**src/rtl/cache_controller.sv**
```systemverilog
// cache_controller: decodes processor hits and sequences dirty writeback plus line refill for one set array.
// Define CACHE_PERF_CNT_EN to add saturating hit/miss counters; otherwise both count ports read 0.
`ifndef CACHE_S
 `define CACHE_S 4
`endif
`ifndef CACHE_T
 `define CACHE_T 24
`endif
`ifndef CACHE_B
 `define CACHE_B 4
`endif

module cache_controller #(
   parameter int SET_WIDTH    = `CACHE_S,
   parameter int TAG_WIDTH    = `CACHE_T,
   parameter int OFFSET_WIDTH = `CACHE_B
) (
   input  logic                    clk,
   input  logic                    reset,
   input  logic                    req,
   input  logic                    req_we,
   input  logic [31:0]             addr,
   input  logic                    set_hit,
   input  logic                    set_dirty_in,
   input  logic [TAG_WIDTH-1:0]    set_tag,
   input  logic [31:0]             set_rdata,
   input  logic                    mem_ready,
   output logic                    stall,
   output logic                    set_en,
   output logic                    set_wen,
   output logic                    set_valid,
   output logic                    set_dirty,
   output logic [OFFSET_WIDTH-3:0] set_offset,
   output logic                    set_offset_sel,
   output logic                    set_strategy_en,
   output logic                    mem_ren,
   output logic                    mem_wen,
   output logic [31:0]             mem_addr,
   output logic [31:0]             mem_wdata,
   output logic [31:0]             hit_count,
   output logic [31:0]             miss_count
);

   localparam int WW = OFFSET_WIDTH - 2;
   localparam logic [WW-1:0] LAST = '1;

   typedef enum logic [1:0] {IDLE, WRITEBACK, REFILL} state_t;

   state_t                 state, state_next;
   logic [WW-1:0]          cnt;
   logic [TAG_WIDTH-1:0]   victim_tag, miss_tag;
   logic [SET_WIDTH-1:0]   miss_set;
   logic                   miss_detect, word_done;

   // Miss addressing is captured at detection so a dropped request cannot corrupt an in-flight line
   always_ff @(posedge clk or posedge reset) begin
      if (reset) begin
         state      <= IDLE;
         cnt        <= '0;
         victim_tag <= '0;
         miss_tag   <= '0;
         miss_set   <= '0;
      end else begin
         state <= state_next;
         if (miss_detect) begin
            cnt        <= '0;
            victim_tag <= set_tag;
            miss_tag   <= addr[31 -: TAG_WIDTH];
            miss_set   <= addr[OFFSET_WIDTH +: SET_WIDTH];
         end else if (word_done) begin
            cnt <= cnt + WW'(1);
         end
      end
   end

   always_comb begin
      state_next      = state;
      miss_detect     = 1'b0;
      word_done       = 1'b0;
      stall           = 1'b0;
      set_en          = 1'b0;
      set_wen         = 1'b0;
      set_valid       = 1'b0;
      set_dirty       = 1'b0;
      set_offset      = '0;
      set_offset_sel  = 1'b0;
      set_strategy_en = 1'b0;
      mem_ren         = 1'b0;
      mem_wen         = 1'b0;
      mem_addr        = '0;
      mem_wdata       = '0;
      case (state)
         IDLE: begin
            if (req) begin
               set_offset = addr[OFFSET_WIDTH-1:2];
               if (set_hit) begin
                  set_en          = 1'b1;
                  set_strategy_en = 1'b1;
                  if (req_we) begin
                     set_wen   = 1'b1;
                     set_valid = 1'b1;
                     set_dirty = 1'b1;
                  end
               end else begin
                  stall       = 1'b1;
                  miss_detect = 1'b1;
                  state_next  = set_dirty_in ? WRITEBACK : REFILL;
               end
            end
         end
         WRITEBACK: begin
            stall      = 1'b1;
            mem_wen    = 1'b1;
            mem_addr   = {victim_tag, miss_set, cnt, 2'b00};
            mem_wdata  = set_rdata;
            set_offset = cnt;
            set_en     = 1'b1;
            if (mem_ready) begin
               word_done = 1'b1;
               if (cnt == LAST) state_next = REFILL;
            end
         end
         REFILL: begin
            stall      = 1'b1;
            mem_ren    = 1'b1;
            mem_addr   = {miss_tag, miss_set, cnt, 2'b00};
            set_offset = cnt;
            if (mem_ready) begin
               set_en         = 1'b1;
               set_wen        = 1'b1;
               set_offset_sel = 1'b1;
               set_valid      = 1'b1;
               word_done      = 1'b1;
               if (cnt == LAST) state_next = IDLE;
            end
         end
         default: state_next = IDLE;
      endcase
   end

`ifdef CACHE_PERF_CNT_EN
   // Both counters stick at all-ones rather than wrapping
   always_ff @(posedge clk or posedge reset) begin
      if (reset) begin
         hit_count  <= '0;
         miss_count <= '0;
      end else begin
         if (state == IDLE && req && set_hit && hit_count != '1) hit_count <= hit_count + 32'd1;
         if (miss_detect && miss_count != '1) miss_count <= miss_count + 32'd1;
      end
   end
`else
   assign hit_count  = '0;
   assign miss_count = '0;
`endif

endmodule

```
**config.mk**
```make
export PLATFORM = sky130hd
export DESIGN_NAME = cache_controller
export DESIGN_NICKNAME = d
export VERILOG_FILES = /design/src/rtl/cache_controller.sv
export SDC_FILE = /design/constraint.sdc
export NUM_CORES = 1
export LEC_CHECK = 0
export CORE_MARGIN = 2
export CORE_UTILIZATION = 37
export CTS_CLUSTER_DIAMETER = 120
export CTS_CLUSTER_SIZE = 40
export DETAILED_ROUTE_END_ITERATION = 10
export PLACE_DENSITY = 0.86
export SETUP_SLACK_MARGIN = 0.02
export SLEW_MARGIN = 20
export SYNTH_ARGS = -nofsm -noshare
export SYNTH_HDL_FRONTEND = slang
export SYNTH_SLANG_ARGS = --single-unit
```
**constraint.sdc**
```tcl
create_clock -name clk -period 2.3 [get_ports clk]
set_input_delay 0.575 -clock clk [delete_from_list [all_inputs] [get_ports clk]]
set_output_delay 0.575 -clock clk [all_outputs]
set_load 0.01 [all_outputs]
```
# Yosys cells after proc, flatten, opt, wreduce, memory -nomap -nowiden
# Index checks and enable logic that the tools add are counted.
[op_classes] addsub=1 mul=0 div=0 order_cmp=0 eq_ne=9 shift=0 muxes=32 bitwise_logic=0 n_reduce_logical=4
[op_table] op="$pmux 32 s2" count=1
[op_table] op="$mux 32" count=1
[op_table] op="$mux 2" count=10
[op_table] op="$mux 1" count=15
[op_table] op="$ne 2x2->1 const B" count=6
[op_table] op="$pmux 2 s3" count=1
[op_table] op="$reduce_and 6->1" count=1
[op_table] op="$eq 2x2->1 const B" count=2
[op_table] op="$pmux 1 s2" count=2
[op_table] op="$pmux 2 s2" count=1
[op_table] op="$pmux 1 s3" count=1
[op_table] op="$add 2x1->2 const B" count=1
[op_table] op="$eq 2x1->1 const B" count=1
[op_table] op="$logic_not 2->1" count=1
[op_table] op="$reduce_bool 2->1" count=1
[op_table] op="$reduce_or 2->1" count=1
[totals] regBits=56 latchBits=0 ram_bits=0 mem_bits_ro=0 in_bits=95 n_memories=0

# Depth between registers and ports, before layout
# Gate-level depths: netlist (run 1).
[logic_depth] word_depth=5 ltp_mapped=6 mapped_depth_nobuf=5

# Least setup slack after synthesis (run 1)
# No wires, ideal clock.
[synth_path] path_type="register to output" from="reg state[0]" to="out set_wen" arrival_ns=1.597 t_required_ns=1.725 path_slack_ns=0.128 stages_incl_launch_ff=7 n_path_buf=1 path_cell_list="dfrtp_1 -> inv_1 -> ha_1 -> and3_2 -> and2_1 -> or2_2 -> buf_4"
[synth_via] elab_chain_len=2
[synth_lines] item="from (decl)" line_no="49" source="state_t state, state_next;"
[synth_lines] item="from (signal assigned)" line_no="64" source="state <= state_next;"
[synth_lines] item="$eq 2x2->1 / $logic_not 2->1 (equally long branches)"
[synth_lines] item="$pmux 1 s2 (*)"
[synth_lines] item="to (decl)" line_no="30" source="output logic set_wen,"
# Every way passes the cells marked *; elsewhere a longest branch is shown, timed or not.

# Worst setup path after layout (run 1)
[layout_path] from="reg state[0]" to="out mem_addr[4]"
[layout_via] elab_chain_len=2
[layout_lines] item="$eq 2x2->1 / $eq 2x1->1 (equally long branches)" line_no="92" source="case (state)"
[layout_lines] item="$pmux 32 s2 (*)" line_no="92"
[layout_lines] item="to (decl)" line_no="38" source="output logic [31:0] mem_addr,"
# Marked as above.

==> results of run 1 <==
-- layout by cell type, fill, tap and decap left out, types with 2 or more instances in the layout --
master           count
and2_1              35
inv_2                2
buf_4               14
clkdlybuf4s50_1     90
buf_6                9
dlygate4sd2_1        6
nand2_1              4
nor2_4               6
mux2_2               4
clkbuf_8             5
nor2_2              14
buf_12               8
ha_4                 4
a22oi_1             13
nand2b_1             2
ha_1                 2
mux2_4              48
nor2_1              11
clkdlybuf4s15_1     17
and2_4               5
conb_1              66
a21oi_2              2
nand3_1              4
clkbuf_2            15
buf_2               30
a21oi_1              2
dfrtp_1             56
a22oi_2             11
-- cells by family (layout without fill, tap and decap cells) --
family                   Yosys count  count (layout)
buffers and inverters             90             205
AND/OR/NAND/NOR                   86              86
flip-flops                        56              56
multiplexers                      52              52
AO/OA/AOI/OAI                     33              33
adder cells (fa/ha/maj)            7               7
other                              1              66
XOR/XNOR                           1               1
-- power groups by stage --
stage | logic, W | registers [W] | clock network, W
after floorplan | 0.00187 | 0.00170 | 0
after global placement | 0.00292 | 0.00175 | 0
after detailed placement | 0.00300 | 0.00178 | 0
after CTS | 0.00298 | 0.00179 | 0.000660
after global routing | 0.00363 | 0.00188 | 0.000703
final | 0.00338 | 0.00182 | 0.000644
-- metal layers --
metal  wire, microns  up-vias  share of wire (%)  global-route usage, %
li1                -     1313                  -                      -
met1            3740     1404                 38                   20.7
met2            5330      143                 54                   31.5
met3             611       16                6.2                   2.82
met4             242        0                2.4                   5.97
met5               0        -                  0                      0
-- final timing paths --
path	end
max in group asynchronous	miss_tag[11]
max	mem_addr[4]
min	miss_set[1]
min in group asynchronous	victim_tag[2]
min reg2reg	miss_set[1]
max reg2reg	victim_tag[7]
-- sequential cells by signal (all words and copies together) (netlist names) --
signal      count
cnt             2
miss_set        4
miss_tag       24
state           2
victim_tag     24
-- repair_timing --
action | 4_1_cts | 5_1_grt
setup buffers | 1 | 0
resized for setup | 182 | 127
pin swaps | 2 | 11
endpoints found under the setup margin | 73 | 48
gates cloned | 1 | 1
-- worst reg2reg max path: stages, from the launching register on --
cell	delay, ns
dfrtp_1	0.41
inv_2	0.14
ha_4	0.17
buf_4	0.12
and2_4	0.21
buf_12	0.20
mux2_2	0.35
-- final cells by class --
class | count | area (sq um) | share of cell area [%]
multi-input combinational | 245 | 2040 | 36.9
inverter | 5 | 28.8 | 0.521
sequential | 56 | 1400 | 25.4
timing repair buffer | 192 | 1780 | 32.2
clock buffer | 6 | 72.6 | 1.31
clock inverter | 2 | 35.0 | 0.634
tap | 133 | 166 | 3.01
-- per-stage QoR --
stage                     setup slack [ns]  power [W]  cell area, sq um  util (%)
after floorplan                      0.128    0.00357              3900         -
after global placement              -0.414    0.00468              5310      54.8
after detailed placement            -0.452    0.00478              5310      54.8
after CTS                          -0.0967    0.00543              5350      55.3
after global routing               -0.0546    0.00621              5520      57.0
final                               0.0296    0.00584              5520      57.0
==> results.md, run 1 <==
- Worst hold path depth: 1
- Layout cell share with drive strength beyond 1: 37.5%
- Final Max Slew Viols: 0
- GRT overflow: 0
- Antenna Nets Post-Route: 0
- Post-synth top area cell: dfrtp_1
- Worst setup path start: state[0]
- Post-Synth Adder-Cell Area: 2.40%
- Shortest period the worst path allows: 2.27 ns
- Drt initial violations: 73
- DP HPWL: 7420 microns
- Floorplan Core Area: 9680 sq um
- Root buffer cell: clkbuf_8
- Most common cell in the synthesized netlist: buf_4
- Gr usage total: 17.3%
- Clock power frac: 11.0%
- Flop pwr share: 31.2%
- Reg-to-reg slack, setup: 0.59 ns
- Simple-gate share of the synthesized area: 12.4%
- Async set or reset register ratio after synthesis: 100%
- WP data required: 1.73 ns
- Psw: 0.00213 W
- Final setup fails: 0
- CP endpoint kind: output port
- Net Sw Frac: 36.5%
- ANT cells: 0
- Worst-case clock buffer depth: 2
- #FFs+latches synth: 56
- Comb power frac: 57.8%
- Leak Pwr: 2.60 nW
- P_int: 0.00371 W
- Final hold vios: 0
- DR vias: 2876
- Die width: 103 microns
- Crit-path max FO: 5
- Max-cap violations: 0
- Die area: 10700 sq um
- Reg-to-Reg Start: state[1]
- Xor and xnor area share after synthesis: 0.240%
- Syn Std Cell Area: 3650 sq um
- Cells along the critical path: inv_4, buf_6, ha_4, inv_8, nor2_4, and2_1, buf_2
- R2R depth: 6
- VDD IR max: 0.000589 V
- Area share of the largest cell type after synthesis: 38.3%
- Setup crit start kind: flop
- Worst path slowest cell: dfrtp_1
- Warnings, synthesis: 0
- Commonest cells post-synth: 67 x buf_4, 56 x dfrtp_1, 48 x mux2_4
- Nets: 607
- Worst Skew: 0.00872 ns
- Post-synth EDFFs: 0
- IO Port Bufs: 165
- Vias in the first global route: 2850
- Routed WL: 9920 microns
- DR DRC count: 0
- Htree depth: 2
- Vert. Die Dim: 103 microns
- Row Count: 36
- Post-synthesis cell type count: 29
- Worst hold path type: flop to flop
- Seq/Total Area, Yosys: 38.3%
- Crit path DAT: 1.70 ns
- Leading post-synthesis cells by cell area: dfrtp_1 38%, mux2_4 20%, buf_4 14%
- Synth Flop Type: dfrtp_1
- Largest net degree at the start of global routing: 57
- Status: finished, final reports clean
- Total iterations of the first detailed-routing run: 4
- Via/cell ratio: 4.50
- Worst path top cell family by delay: flip-flops
- CP Class: flop to output port
- Initial Utilization: 37.7%
- Filler cell count: 831
- Area growth syn-to-layout: 51.1%
- Combinational family with the most area after synthesis: multiplexers
- WP depth: 7
- RSZ-0062 raised after global routing: yes
- Drt wl/cell: 15.5 microns
- Mux share of post-synthesis cell area: 21.0%
- Number of hold buffers added after cts: 0
- Final setup TNS: 0 ns
- Placed cells: 628
- # clock sinks: 56
- CP max stage delay: 0.42 ns
- Final GP Congestion: 0.808
- Clock Latency Late Sink: 0.31 ns
- Power Dens Cells: 1060 nW/um^2
- Worst Hold Slack: 0.511 ns
- Total CTS buffers: 5
- Mapped Cells: 326
- Buf+Inv Stages, Crit Path: 4
- TritonCTS clock tree: yes
- Syn Area/Cell: 11.2 sq um
- Clk pin slew, worst setup/hold paths: 0.10 ns
- Synth Area in Compound Gates: 6.74%
- Initial antenna violation count: 0
- Post-Layout Cell Count: 639
- Hold Path Origin: miss_set[1]
- Max Clk Rate: 440 MHz
- First-pass GRT wire length: 14200 microns
- I/O Pins: 234
- Final Cycle Share: 98.7%
No activity file was read; power rests on OpenSTA's default activity.
==> inputs of run 2 (changes only) <==
--- a/config.mk
+++ b/config.mk
@@ -11,7 +11,9 @@
 export CTS_CLUSTER_SIZE = 40
 export DETAILED_ROUTE_END_ITERATION = 10
 export PLACE_DENSITY = 0.86
+export REMOVE_ABC_BUFFERS = 1
 export SETUP_SLACK_MARGIN = 0.02
+export SKIP_LAST_GASP = 1
 export SLEW_MARGIN = 20
 export SYNTH_ARGS = -nofsm -noshare
 export SYNTH_HDL_FRONTEND = slang
==> run 2 against run 1 <==
Compared with the run above:
- the run now ends with setup timing left
- core utilization up 3.9 points
- total power grew 6.6%
- non-clock buffer count up 24
- combinational power is 12% higher
- wire length is 13% higher
- maximum frequency fell by 5.0%
- sequential share of layout area is 1.6 points lower
- die area did not move
- clock power down 11%
- critical path type unchanged
- critical endpoint is now mem_addr[31]
==> results.md, run 2 (same netlist as run 1, synthesis figures left out) <==
- Root buffer cell: clkbuf_8
- Power Dens Cells: 1060 nW/um^2
- Die width: 103 microns
- IO Port Bufs: 165
- Crit-path max FO: 7
- Worst rel slew slack: 62.3%
- Failing checks: setup timing
- Nets: 631
- Placement Setup Slack: -0.428 ns
- Shortest period the worst path allows: 2.39 ns
- Vias in the first global route: 2965
- CP endpoint kind: output port
- TritonCTS clock tree: yes
- Final Max Slew Viols: 0
- Antenna Nets Post-Route: 0
- Clk pin slew, worst setup/hold paths: 0.10 ns
- Max-cap violations: 0
- Layout cell share with drive strength beyond 1: 38.1%
- Fin worst setup slack: -0.0894 ns
- Initial antenna violation count: 1
- Flop pwr share: 29.8%
- Net Sw Frac: 36.3%
- Clock power frac: 9.2%
- Commonest non-fill, non-tap cell in the layout: clkdlybuf4s50_1
- Worst setup path start: state[1]
- Drt wl/cell: 16.9 microns
- R2R depth: 7
- Final Cycle Share: 104%
- CP Class: flop to output port
- CP max stage delay: 0.43 ns
- Cells along the critical path: buf_6, ha_4, buf_12, buf_12, buf_4, a22oi_2, nor2_2, buf_2
- Max Clk Rate: 419 MHz
- Critical Path Sink: mem_addr[31]
- Drt initial violations: 76
- DP HPWL: 8140 microns
- DR DRC count: 0
- Comb power frac: 60.9%
- I/O Pins: 234
- Final GP Congestion: 0.829
- Worst path slowest cell: dfrtp_1
- Row Count: 36
- CP dominant cell by count: buf_12
- Initial Utilization: 37.7%
- Post-DP Area: 5290 sq um
- Crit path DAT: 1.81 ns
- Reg-to-reg slack, setup: 0.52 ns
- WP data required: 1.73 ns
- # clock sinks: 56
- Reg-to-Reg End: victim_tag[10]
- RSZ-0062 raised after global routing: yes
- Clock Latency Late Sink: 0.31 ns
- GRT overflow: 0
- Placed cells: 628
- Worst Tran Pin Value: 0.564 ns
- Leak Pwr: 3.16 nW
- Status: finished, violations left
- P_int: 0.00397 W
- Reg-to-Reg Start: state[1]
- Largest registers: miss_tag: 24 flops, victim_tag: 24 flops, miss_set: 4 flops
- Commonest non-fill, non-tap cells in the layout: 91 x clkdlybuf4s50_1, 66 x conb_1, 56 x dfrtp_1
- Routed WL: 11200 microns
- Htree depth: 2
- DR vias: 2973
- Worst hold path type: flop to flop
- Final setup fails: 16
- Area growth syn-to-layout: 61.6%
- Gr usage total: 19.4%
- Setup crit start kind: flop
- Number of hold buffers added after cts: 0
- Total CTS buffers: 5
- First-pass GRT wire length: 15600 microns
- Vert. Die Dim: 103 microns
- Total iterations of the first detailed-routing run: 4
- Largest net degree at the start of global routing: 35
- Total power: 0.00623 W
- Fin area: 5900 sq um
- Psw: 0.00226 W
- Worst-case clock buffer depth: 2
- Worst Skew: 0.00987 ns
- Final hold vios: 0
- Hold Path Origin: miss_set[1]
- Die area: 10700 sq um
- VDD IR max: 0.000569 V
- Final setup TNS: -0.906 ns
- Via/cell ratio: 4.48
- Floorplan Core Area: 9680 sq um
- Post-Layout Cell Count: 664
## run 2: cell count changes in the layout (fill, tap and decap cells not counted), moves of 3 or more
cell / delta
dlymetal6s2s_1: +25
buf_4: +13
clkbuf_2: -12
clkdlybuf4s15_1: -12
a22oi_1: -9
a22oi_2: +9
buf_6: +9
nor2_1: +7
nor2_2: -6
buf_2: -4
buf_8: +3
## run 2: stage by stage
stage,hold slack (ns),util (%)
2_1_floorplan,0.473,-
3_3_place_gp,0.488,54.7
3_5_place_dp,0.493,54.7
4_1_cts,0.521,57.7
5_1_grt,0.550,61.0
6_report,0.533,61.0
## run 2: final cells by class
cell class	instances	area, sq um
Tap cell	133	166
Clock inverter	2	10.0
Multi-Input combinational cell	245	2060
Sequential cell	56	1400
Inverter	5	26.3
Fill cell	769	3780
Clock buffer	6	82.6
Timing Repair Buffer	216	2160
Antenna cell	1	2.50
## run 2: worst max-delay path, delay by kind of cell (launching register included)
| kind | cells | cell delay (ns) |
|---|---|---|
| simple gates | 1 | 0.04 |
| fa+ha+maj | 1 | 0.17 |
| buf+inv | 5 | 0.66 |
| flops | 1 | 0.43 |
| compound gates | 1 | 0.18 |
## run 2: worst min-delay path by stage
| stage | to | cells after the start | slack [ns] |
|---|---|---|---|
| 3_3_place_gp | miss_set[2] | 1 | 0.49 |
| 3_5_place_dp | miss_tag[16] | 1 | 0.49 |
| 4_1_cts | miss_tag[11] | 1 | 0.52 |
| 5_1_grt | victim_tag[7] | 1 | 0.55 |
| 2_1_floorplan | miss_set[0] | 1 | 0.47 |
| 6_report | miss_set[1] | 1 | 0.53 |
## run 2: power groups by stage
stage / Sequential (W) / Combinational, W / Clock, W
6_report: 0.00186 / 0.00380 / 0.000575
3_5_place_dp: 0.00179 / 0.00297 / 0
2_1_floorplan: 0.00170 / 0.00167 / 0
5_1_grt: 0.00191 / 0.00407 / 0.000635
3_3_place_gp: 0.00175 / 0.00288 / 0
4_1_cts: 0.00182 / 0.00325 / 0.000588
## run 2: layer usage
layer,up-vias,part of all wire [%],track usage [%]
li1,1357,-,-
met1,1465,37,21.8
met2,138,55,36.9
met3,13,5.8,3.49
met4,0,1.4,6.07
met5,-,0,0
## run 2: timing repair
item | CTS | global route
pin swaps | 3 | 28
endpoints found under the setup margin | 73 | 67
resized for setup | 133 | 149
buffers inserted | 10 | 17
cloned | 1 | 2
endpoints found under the hold margin | 0 | 0
==> inputs of run 3 (changes only) <==
--- a/config.mk
+++ b/config.mk
@@ -5,6 +5,7 @@
 export SDC_FILE = /design/constraint.sdc
 export NUM_CORES = 1
 export LEC_CHECK = 0
+export CAP_MARGIN = 25
 export CORE_MARGIN = 2
 export CORE_UTILIZATION = 37
 export CTS_CLUSTER_DIAMETER = 120
==> results of run 3 <==
No change in the layout: final DEF, timing and power equal those of run 2.
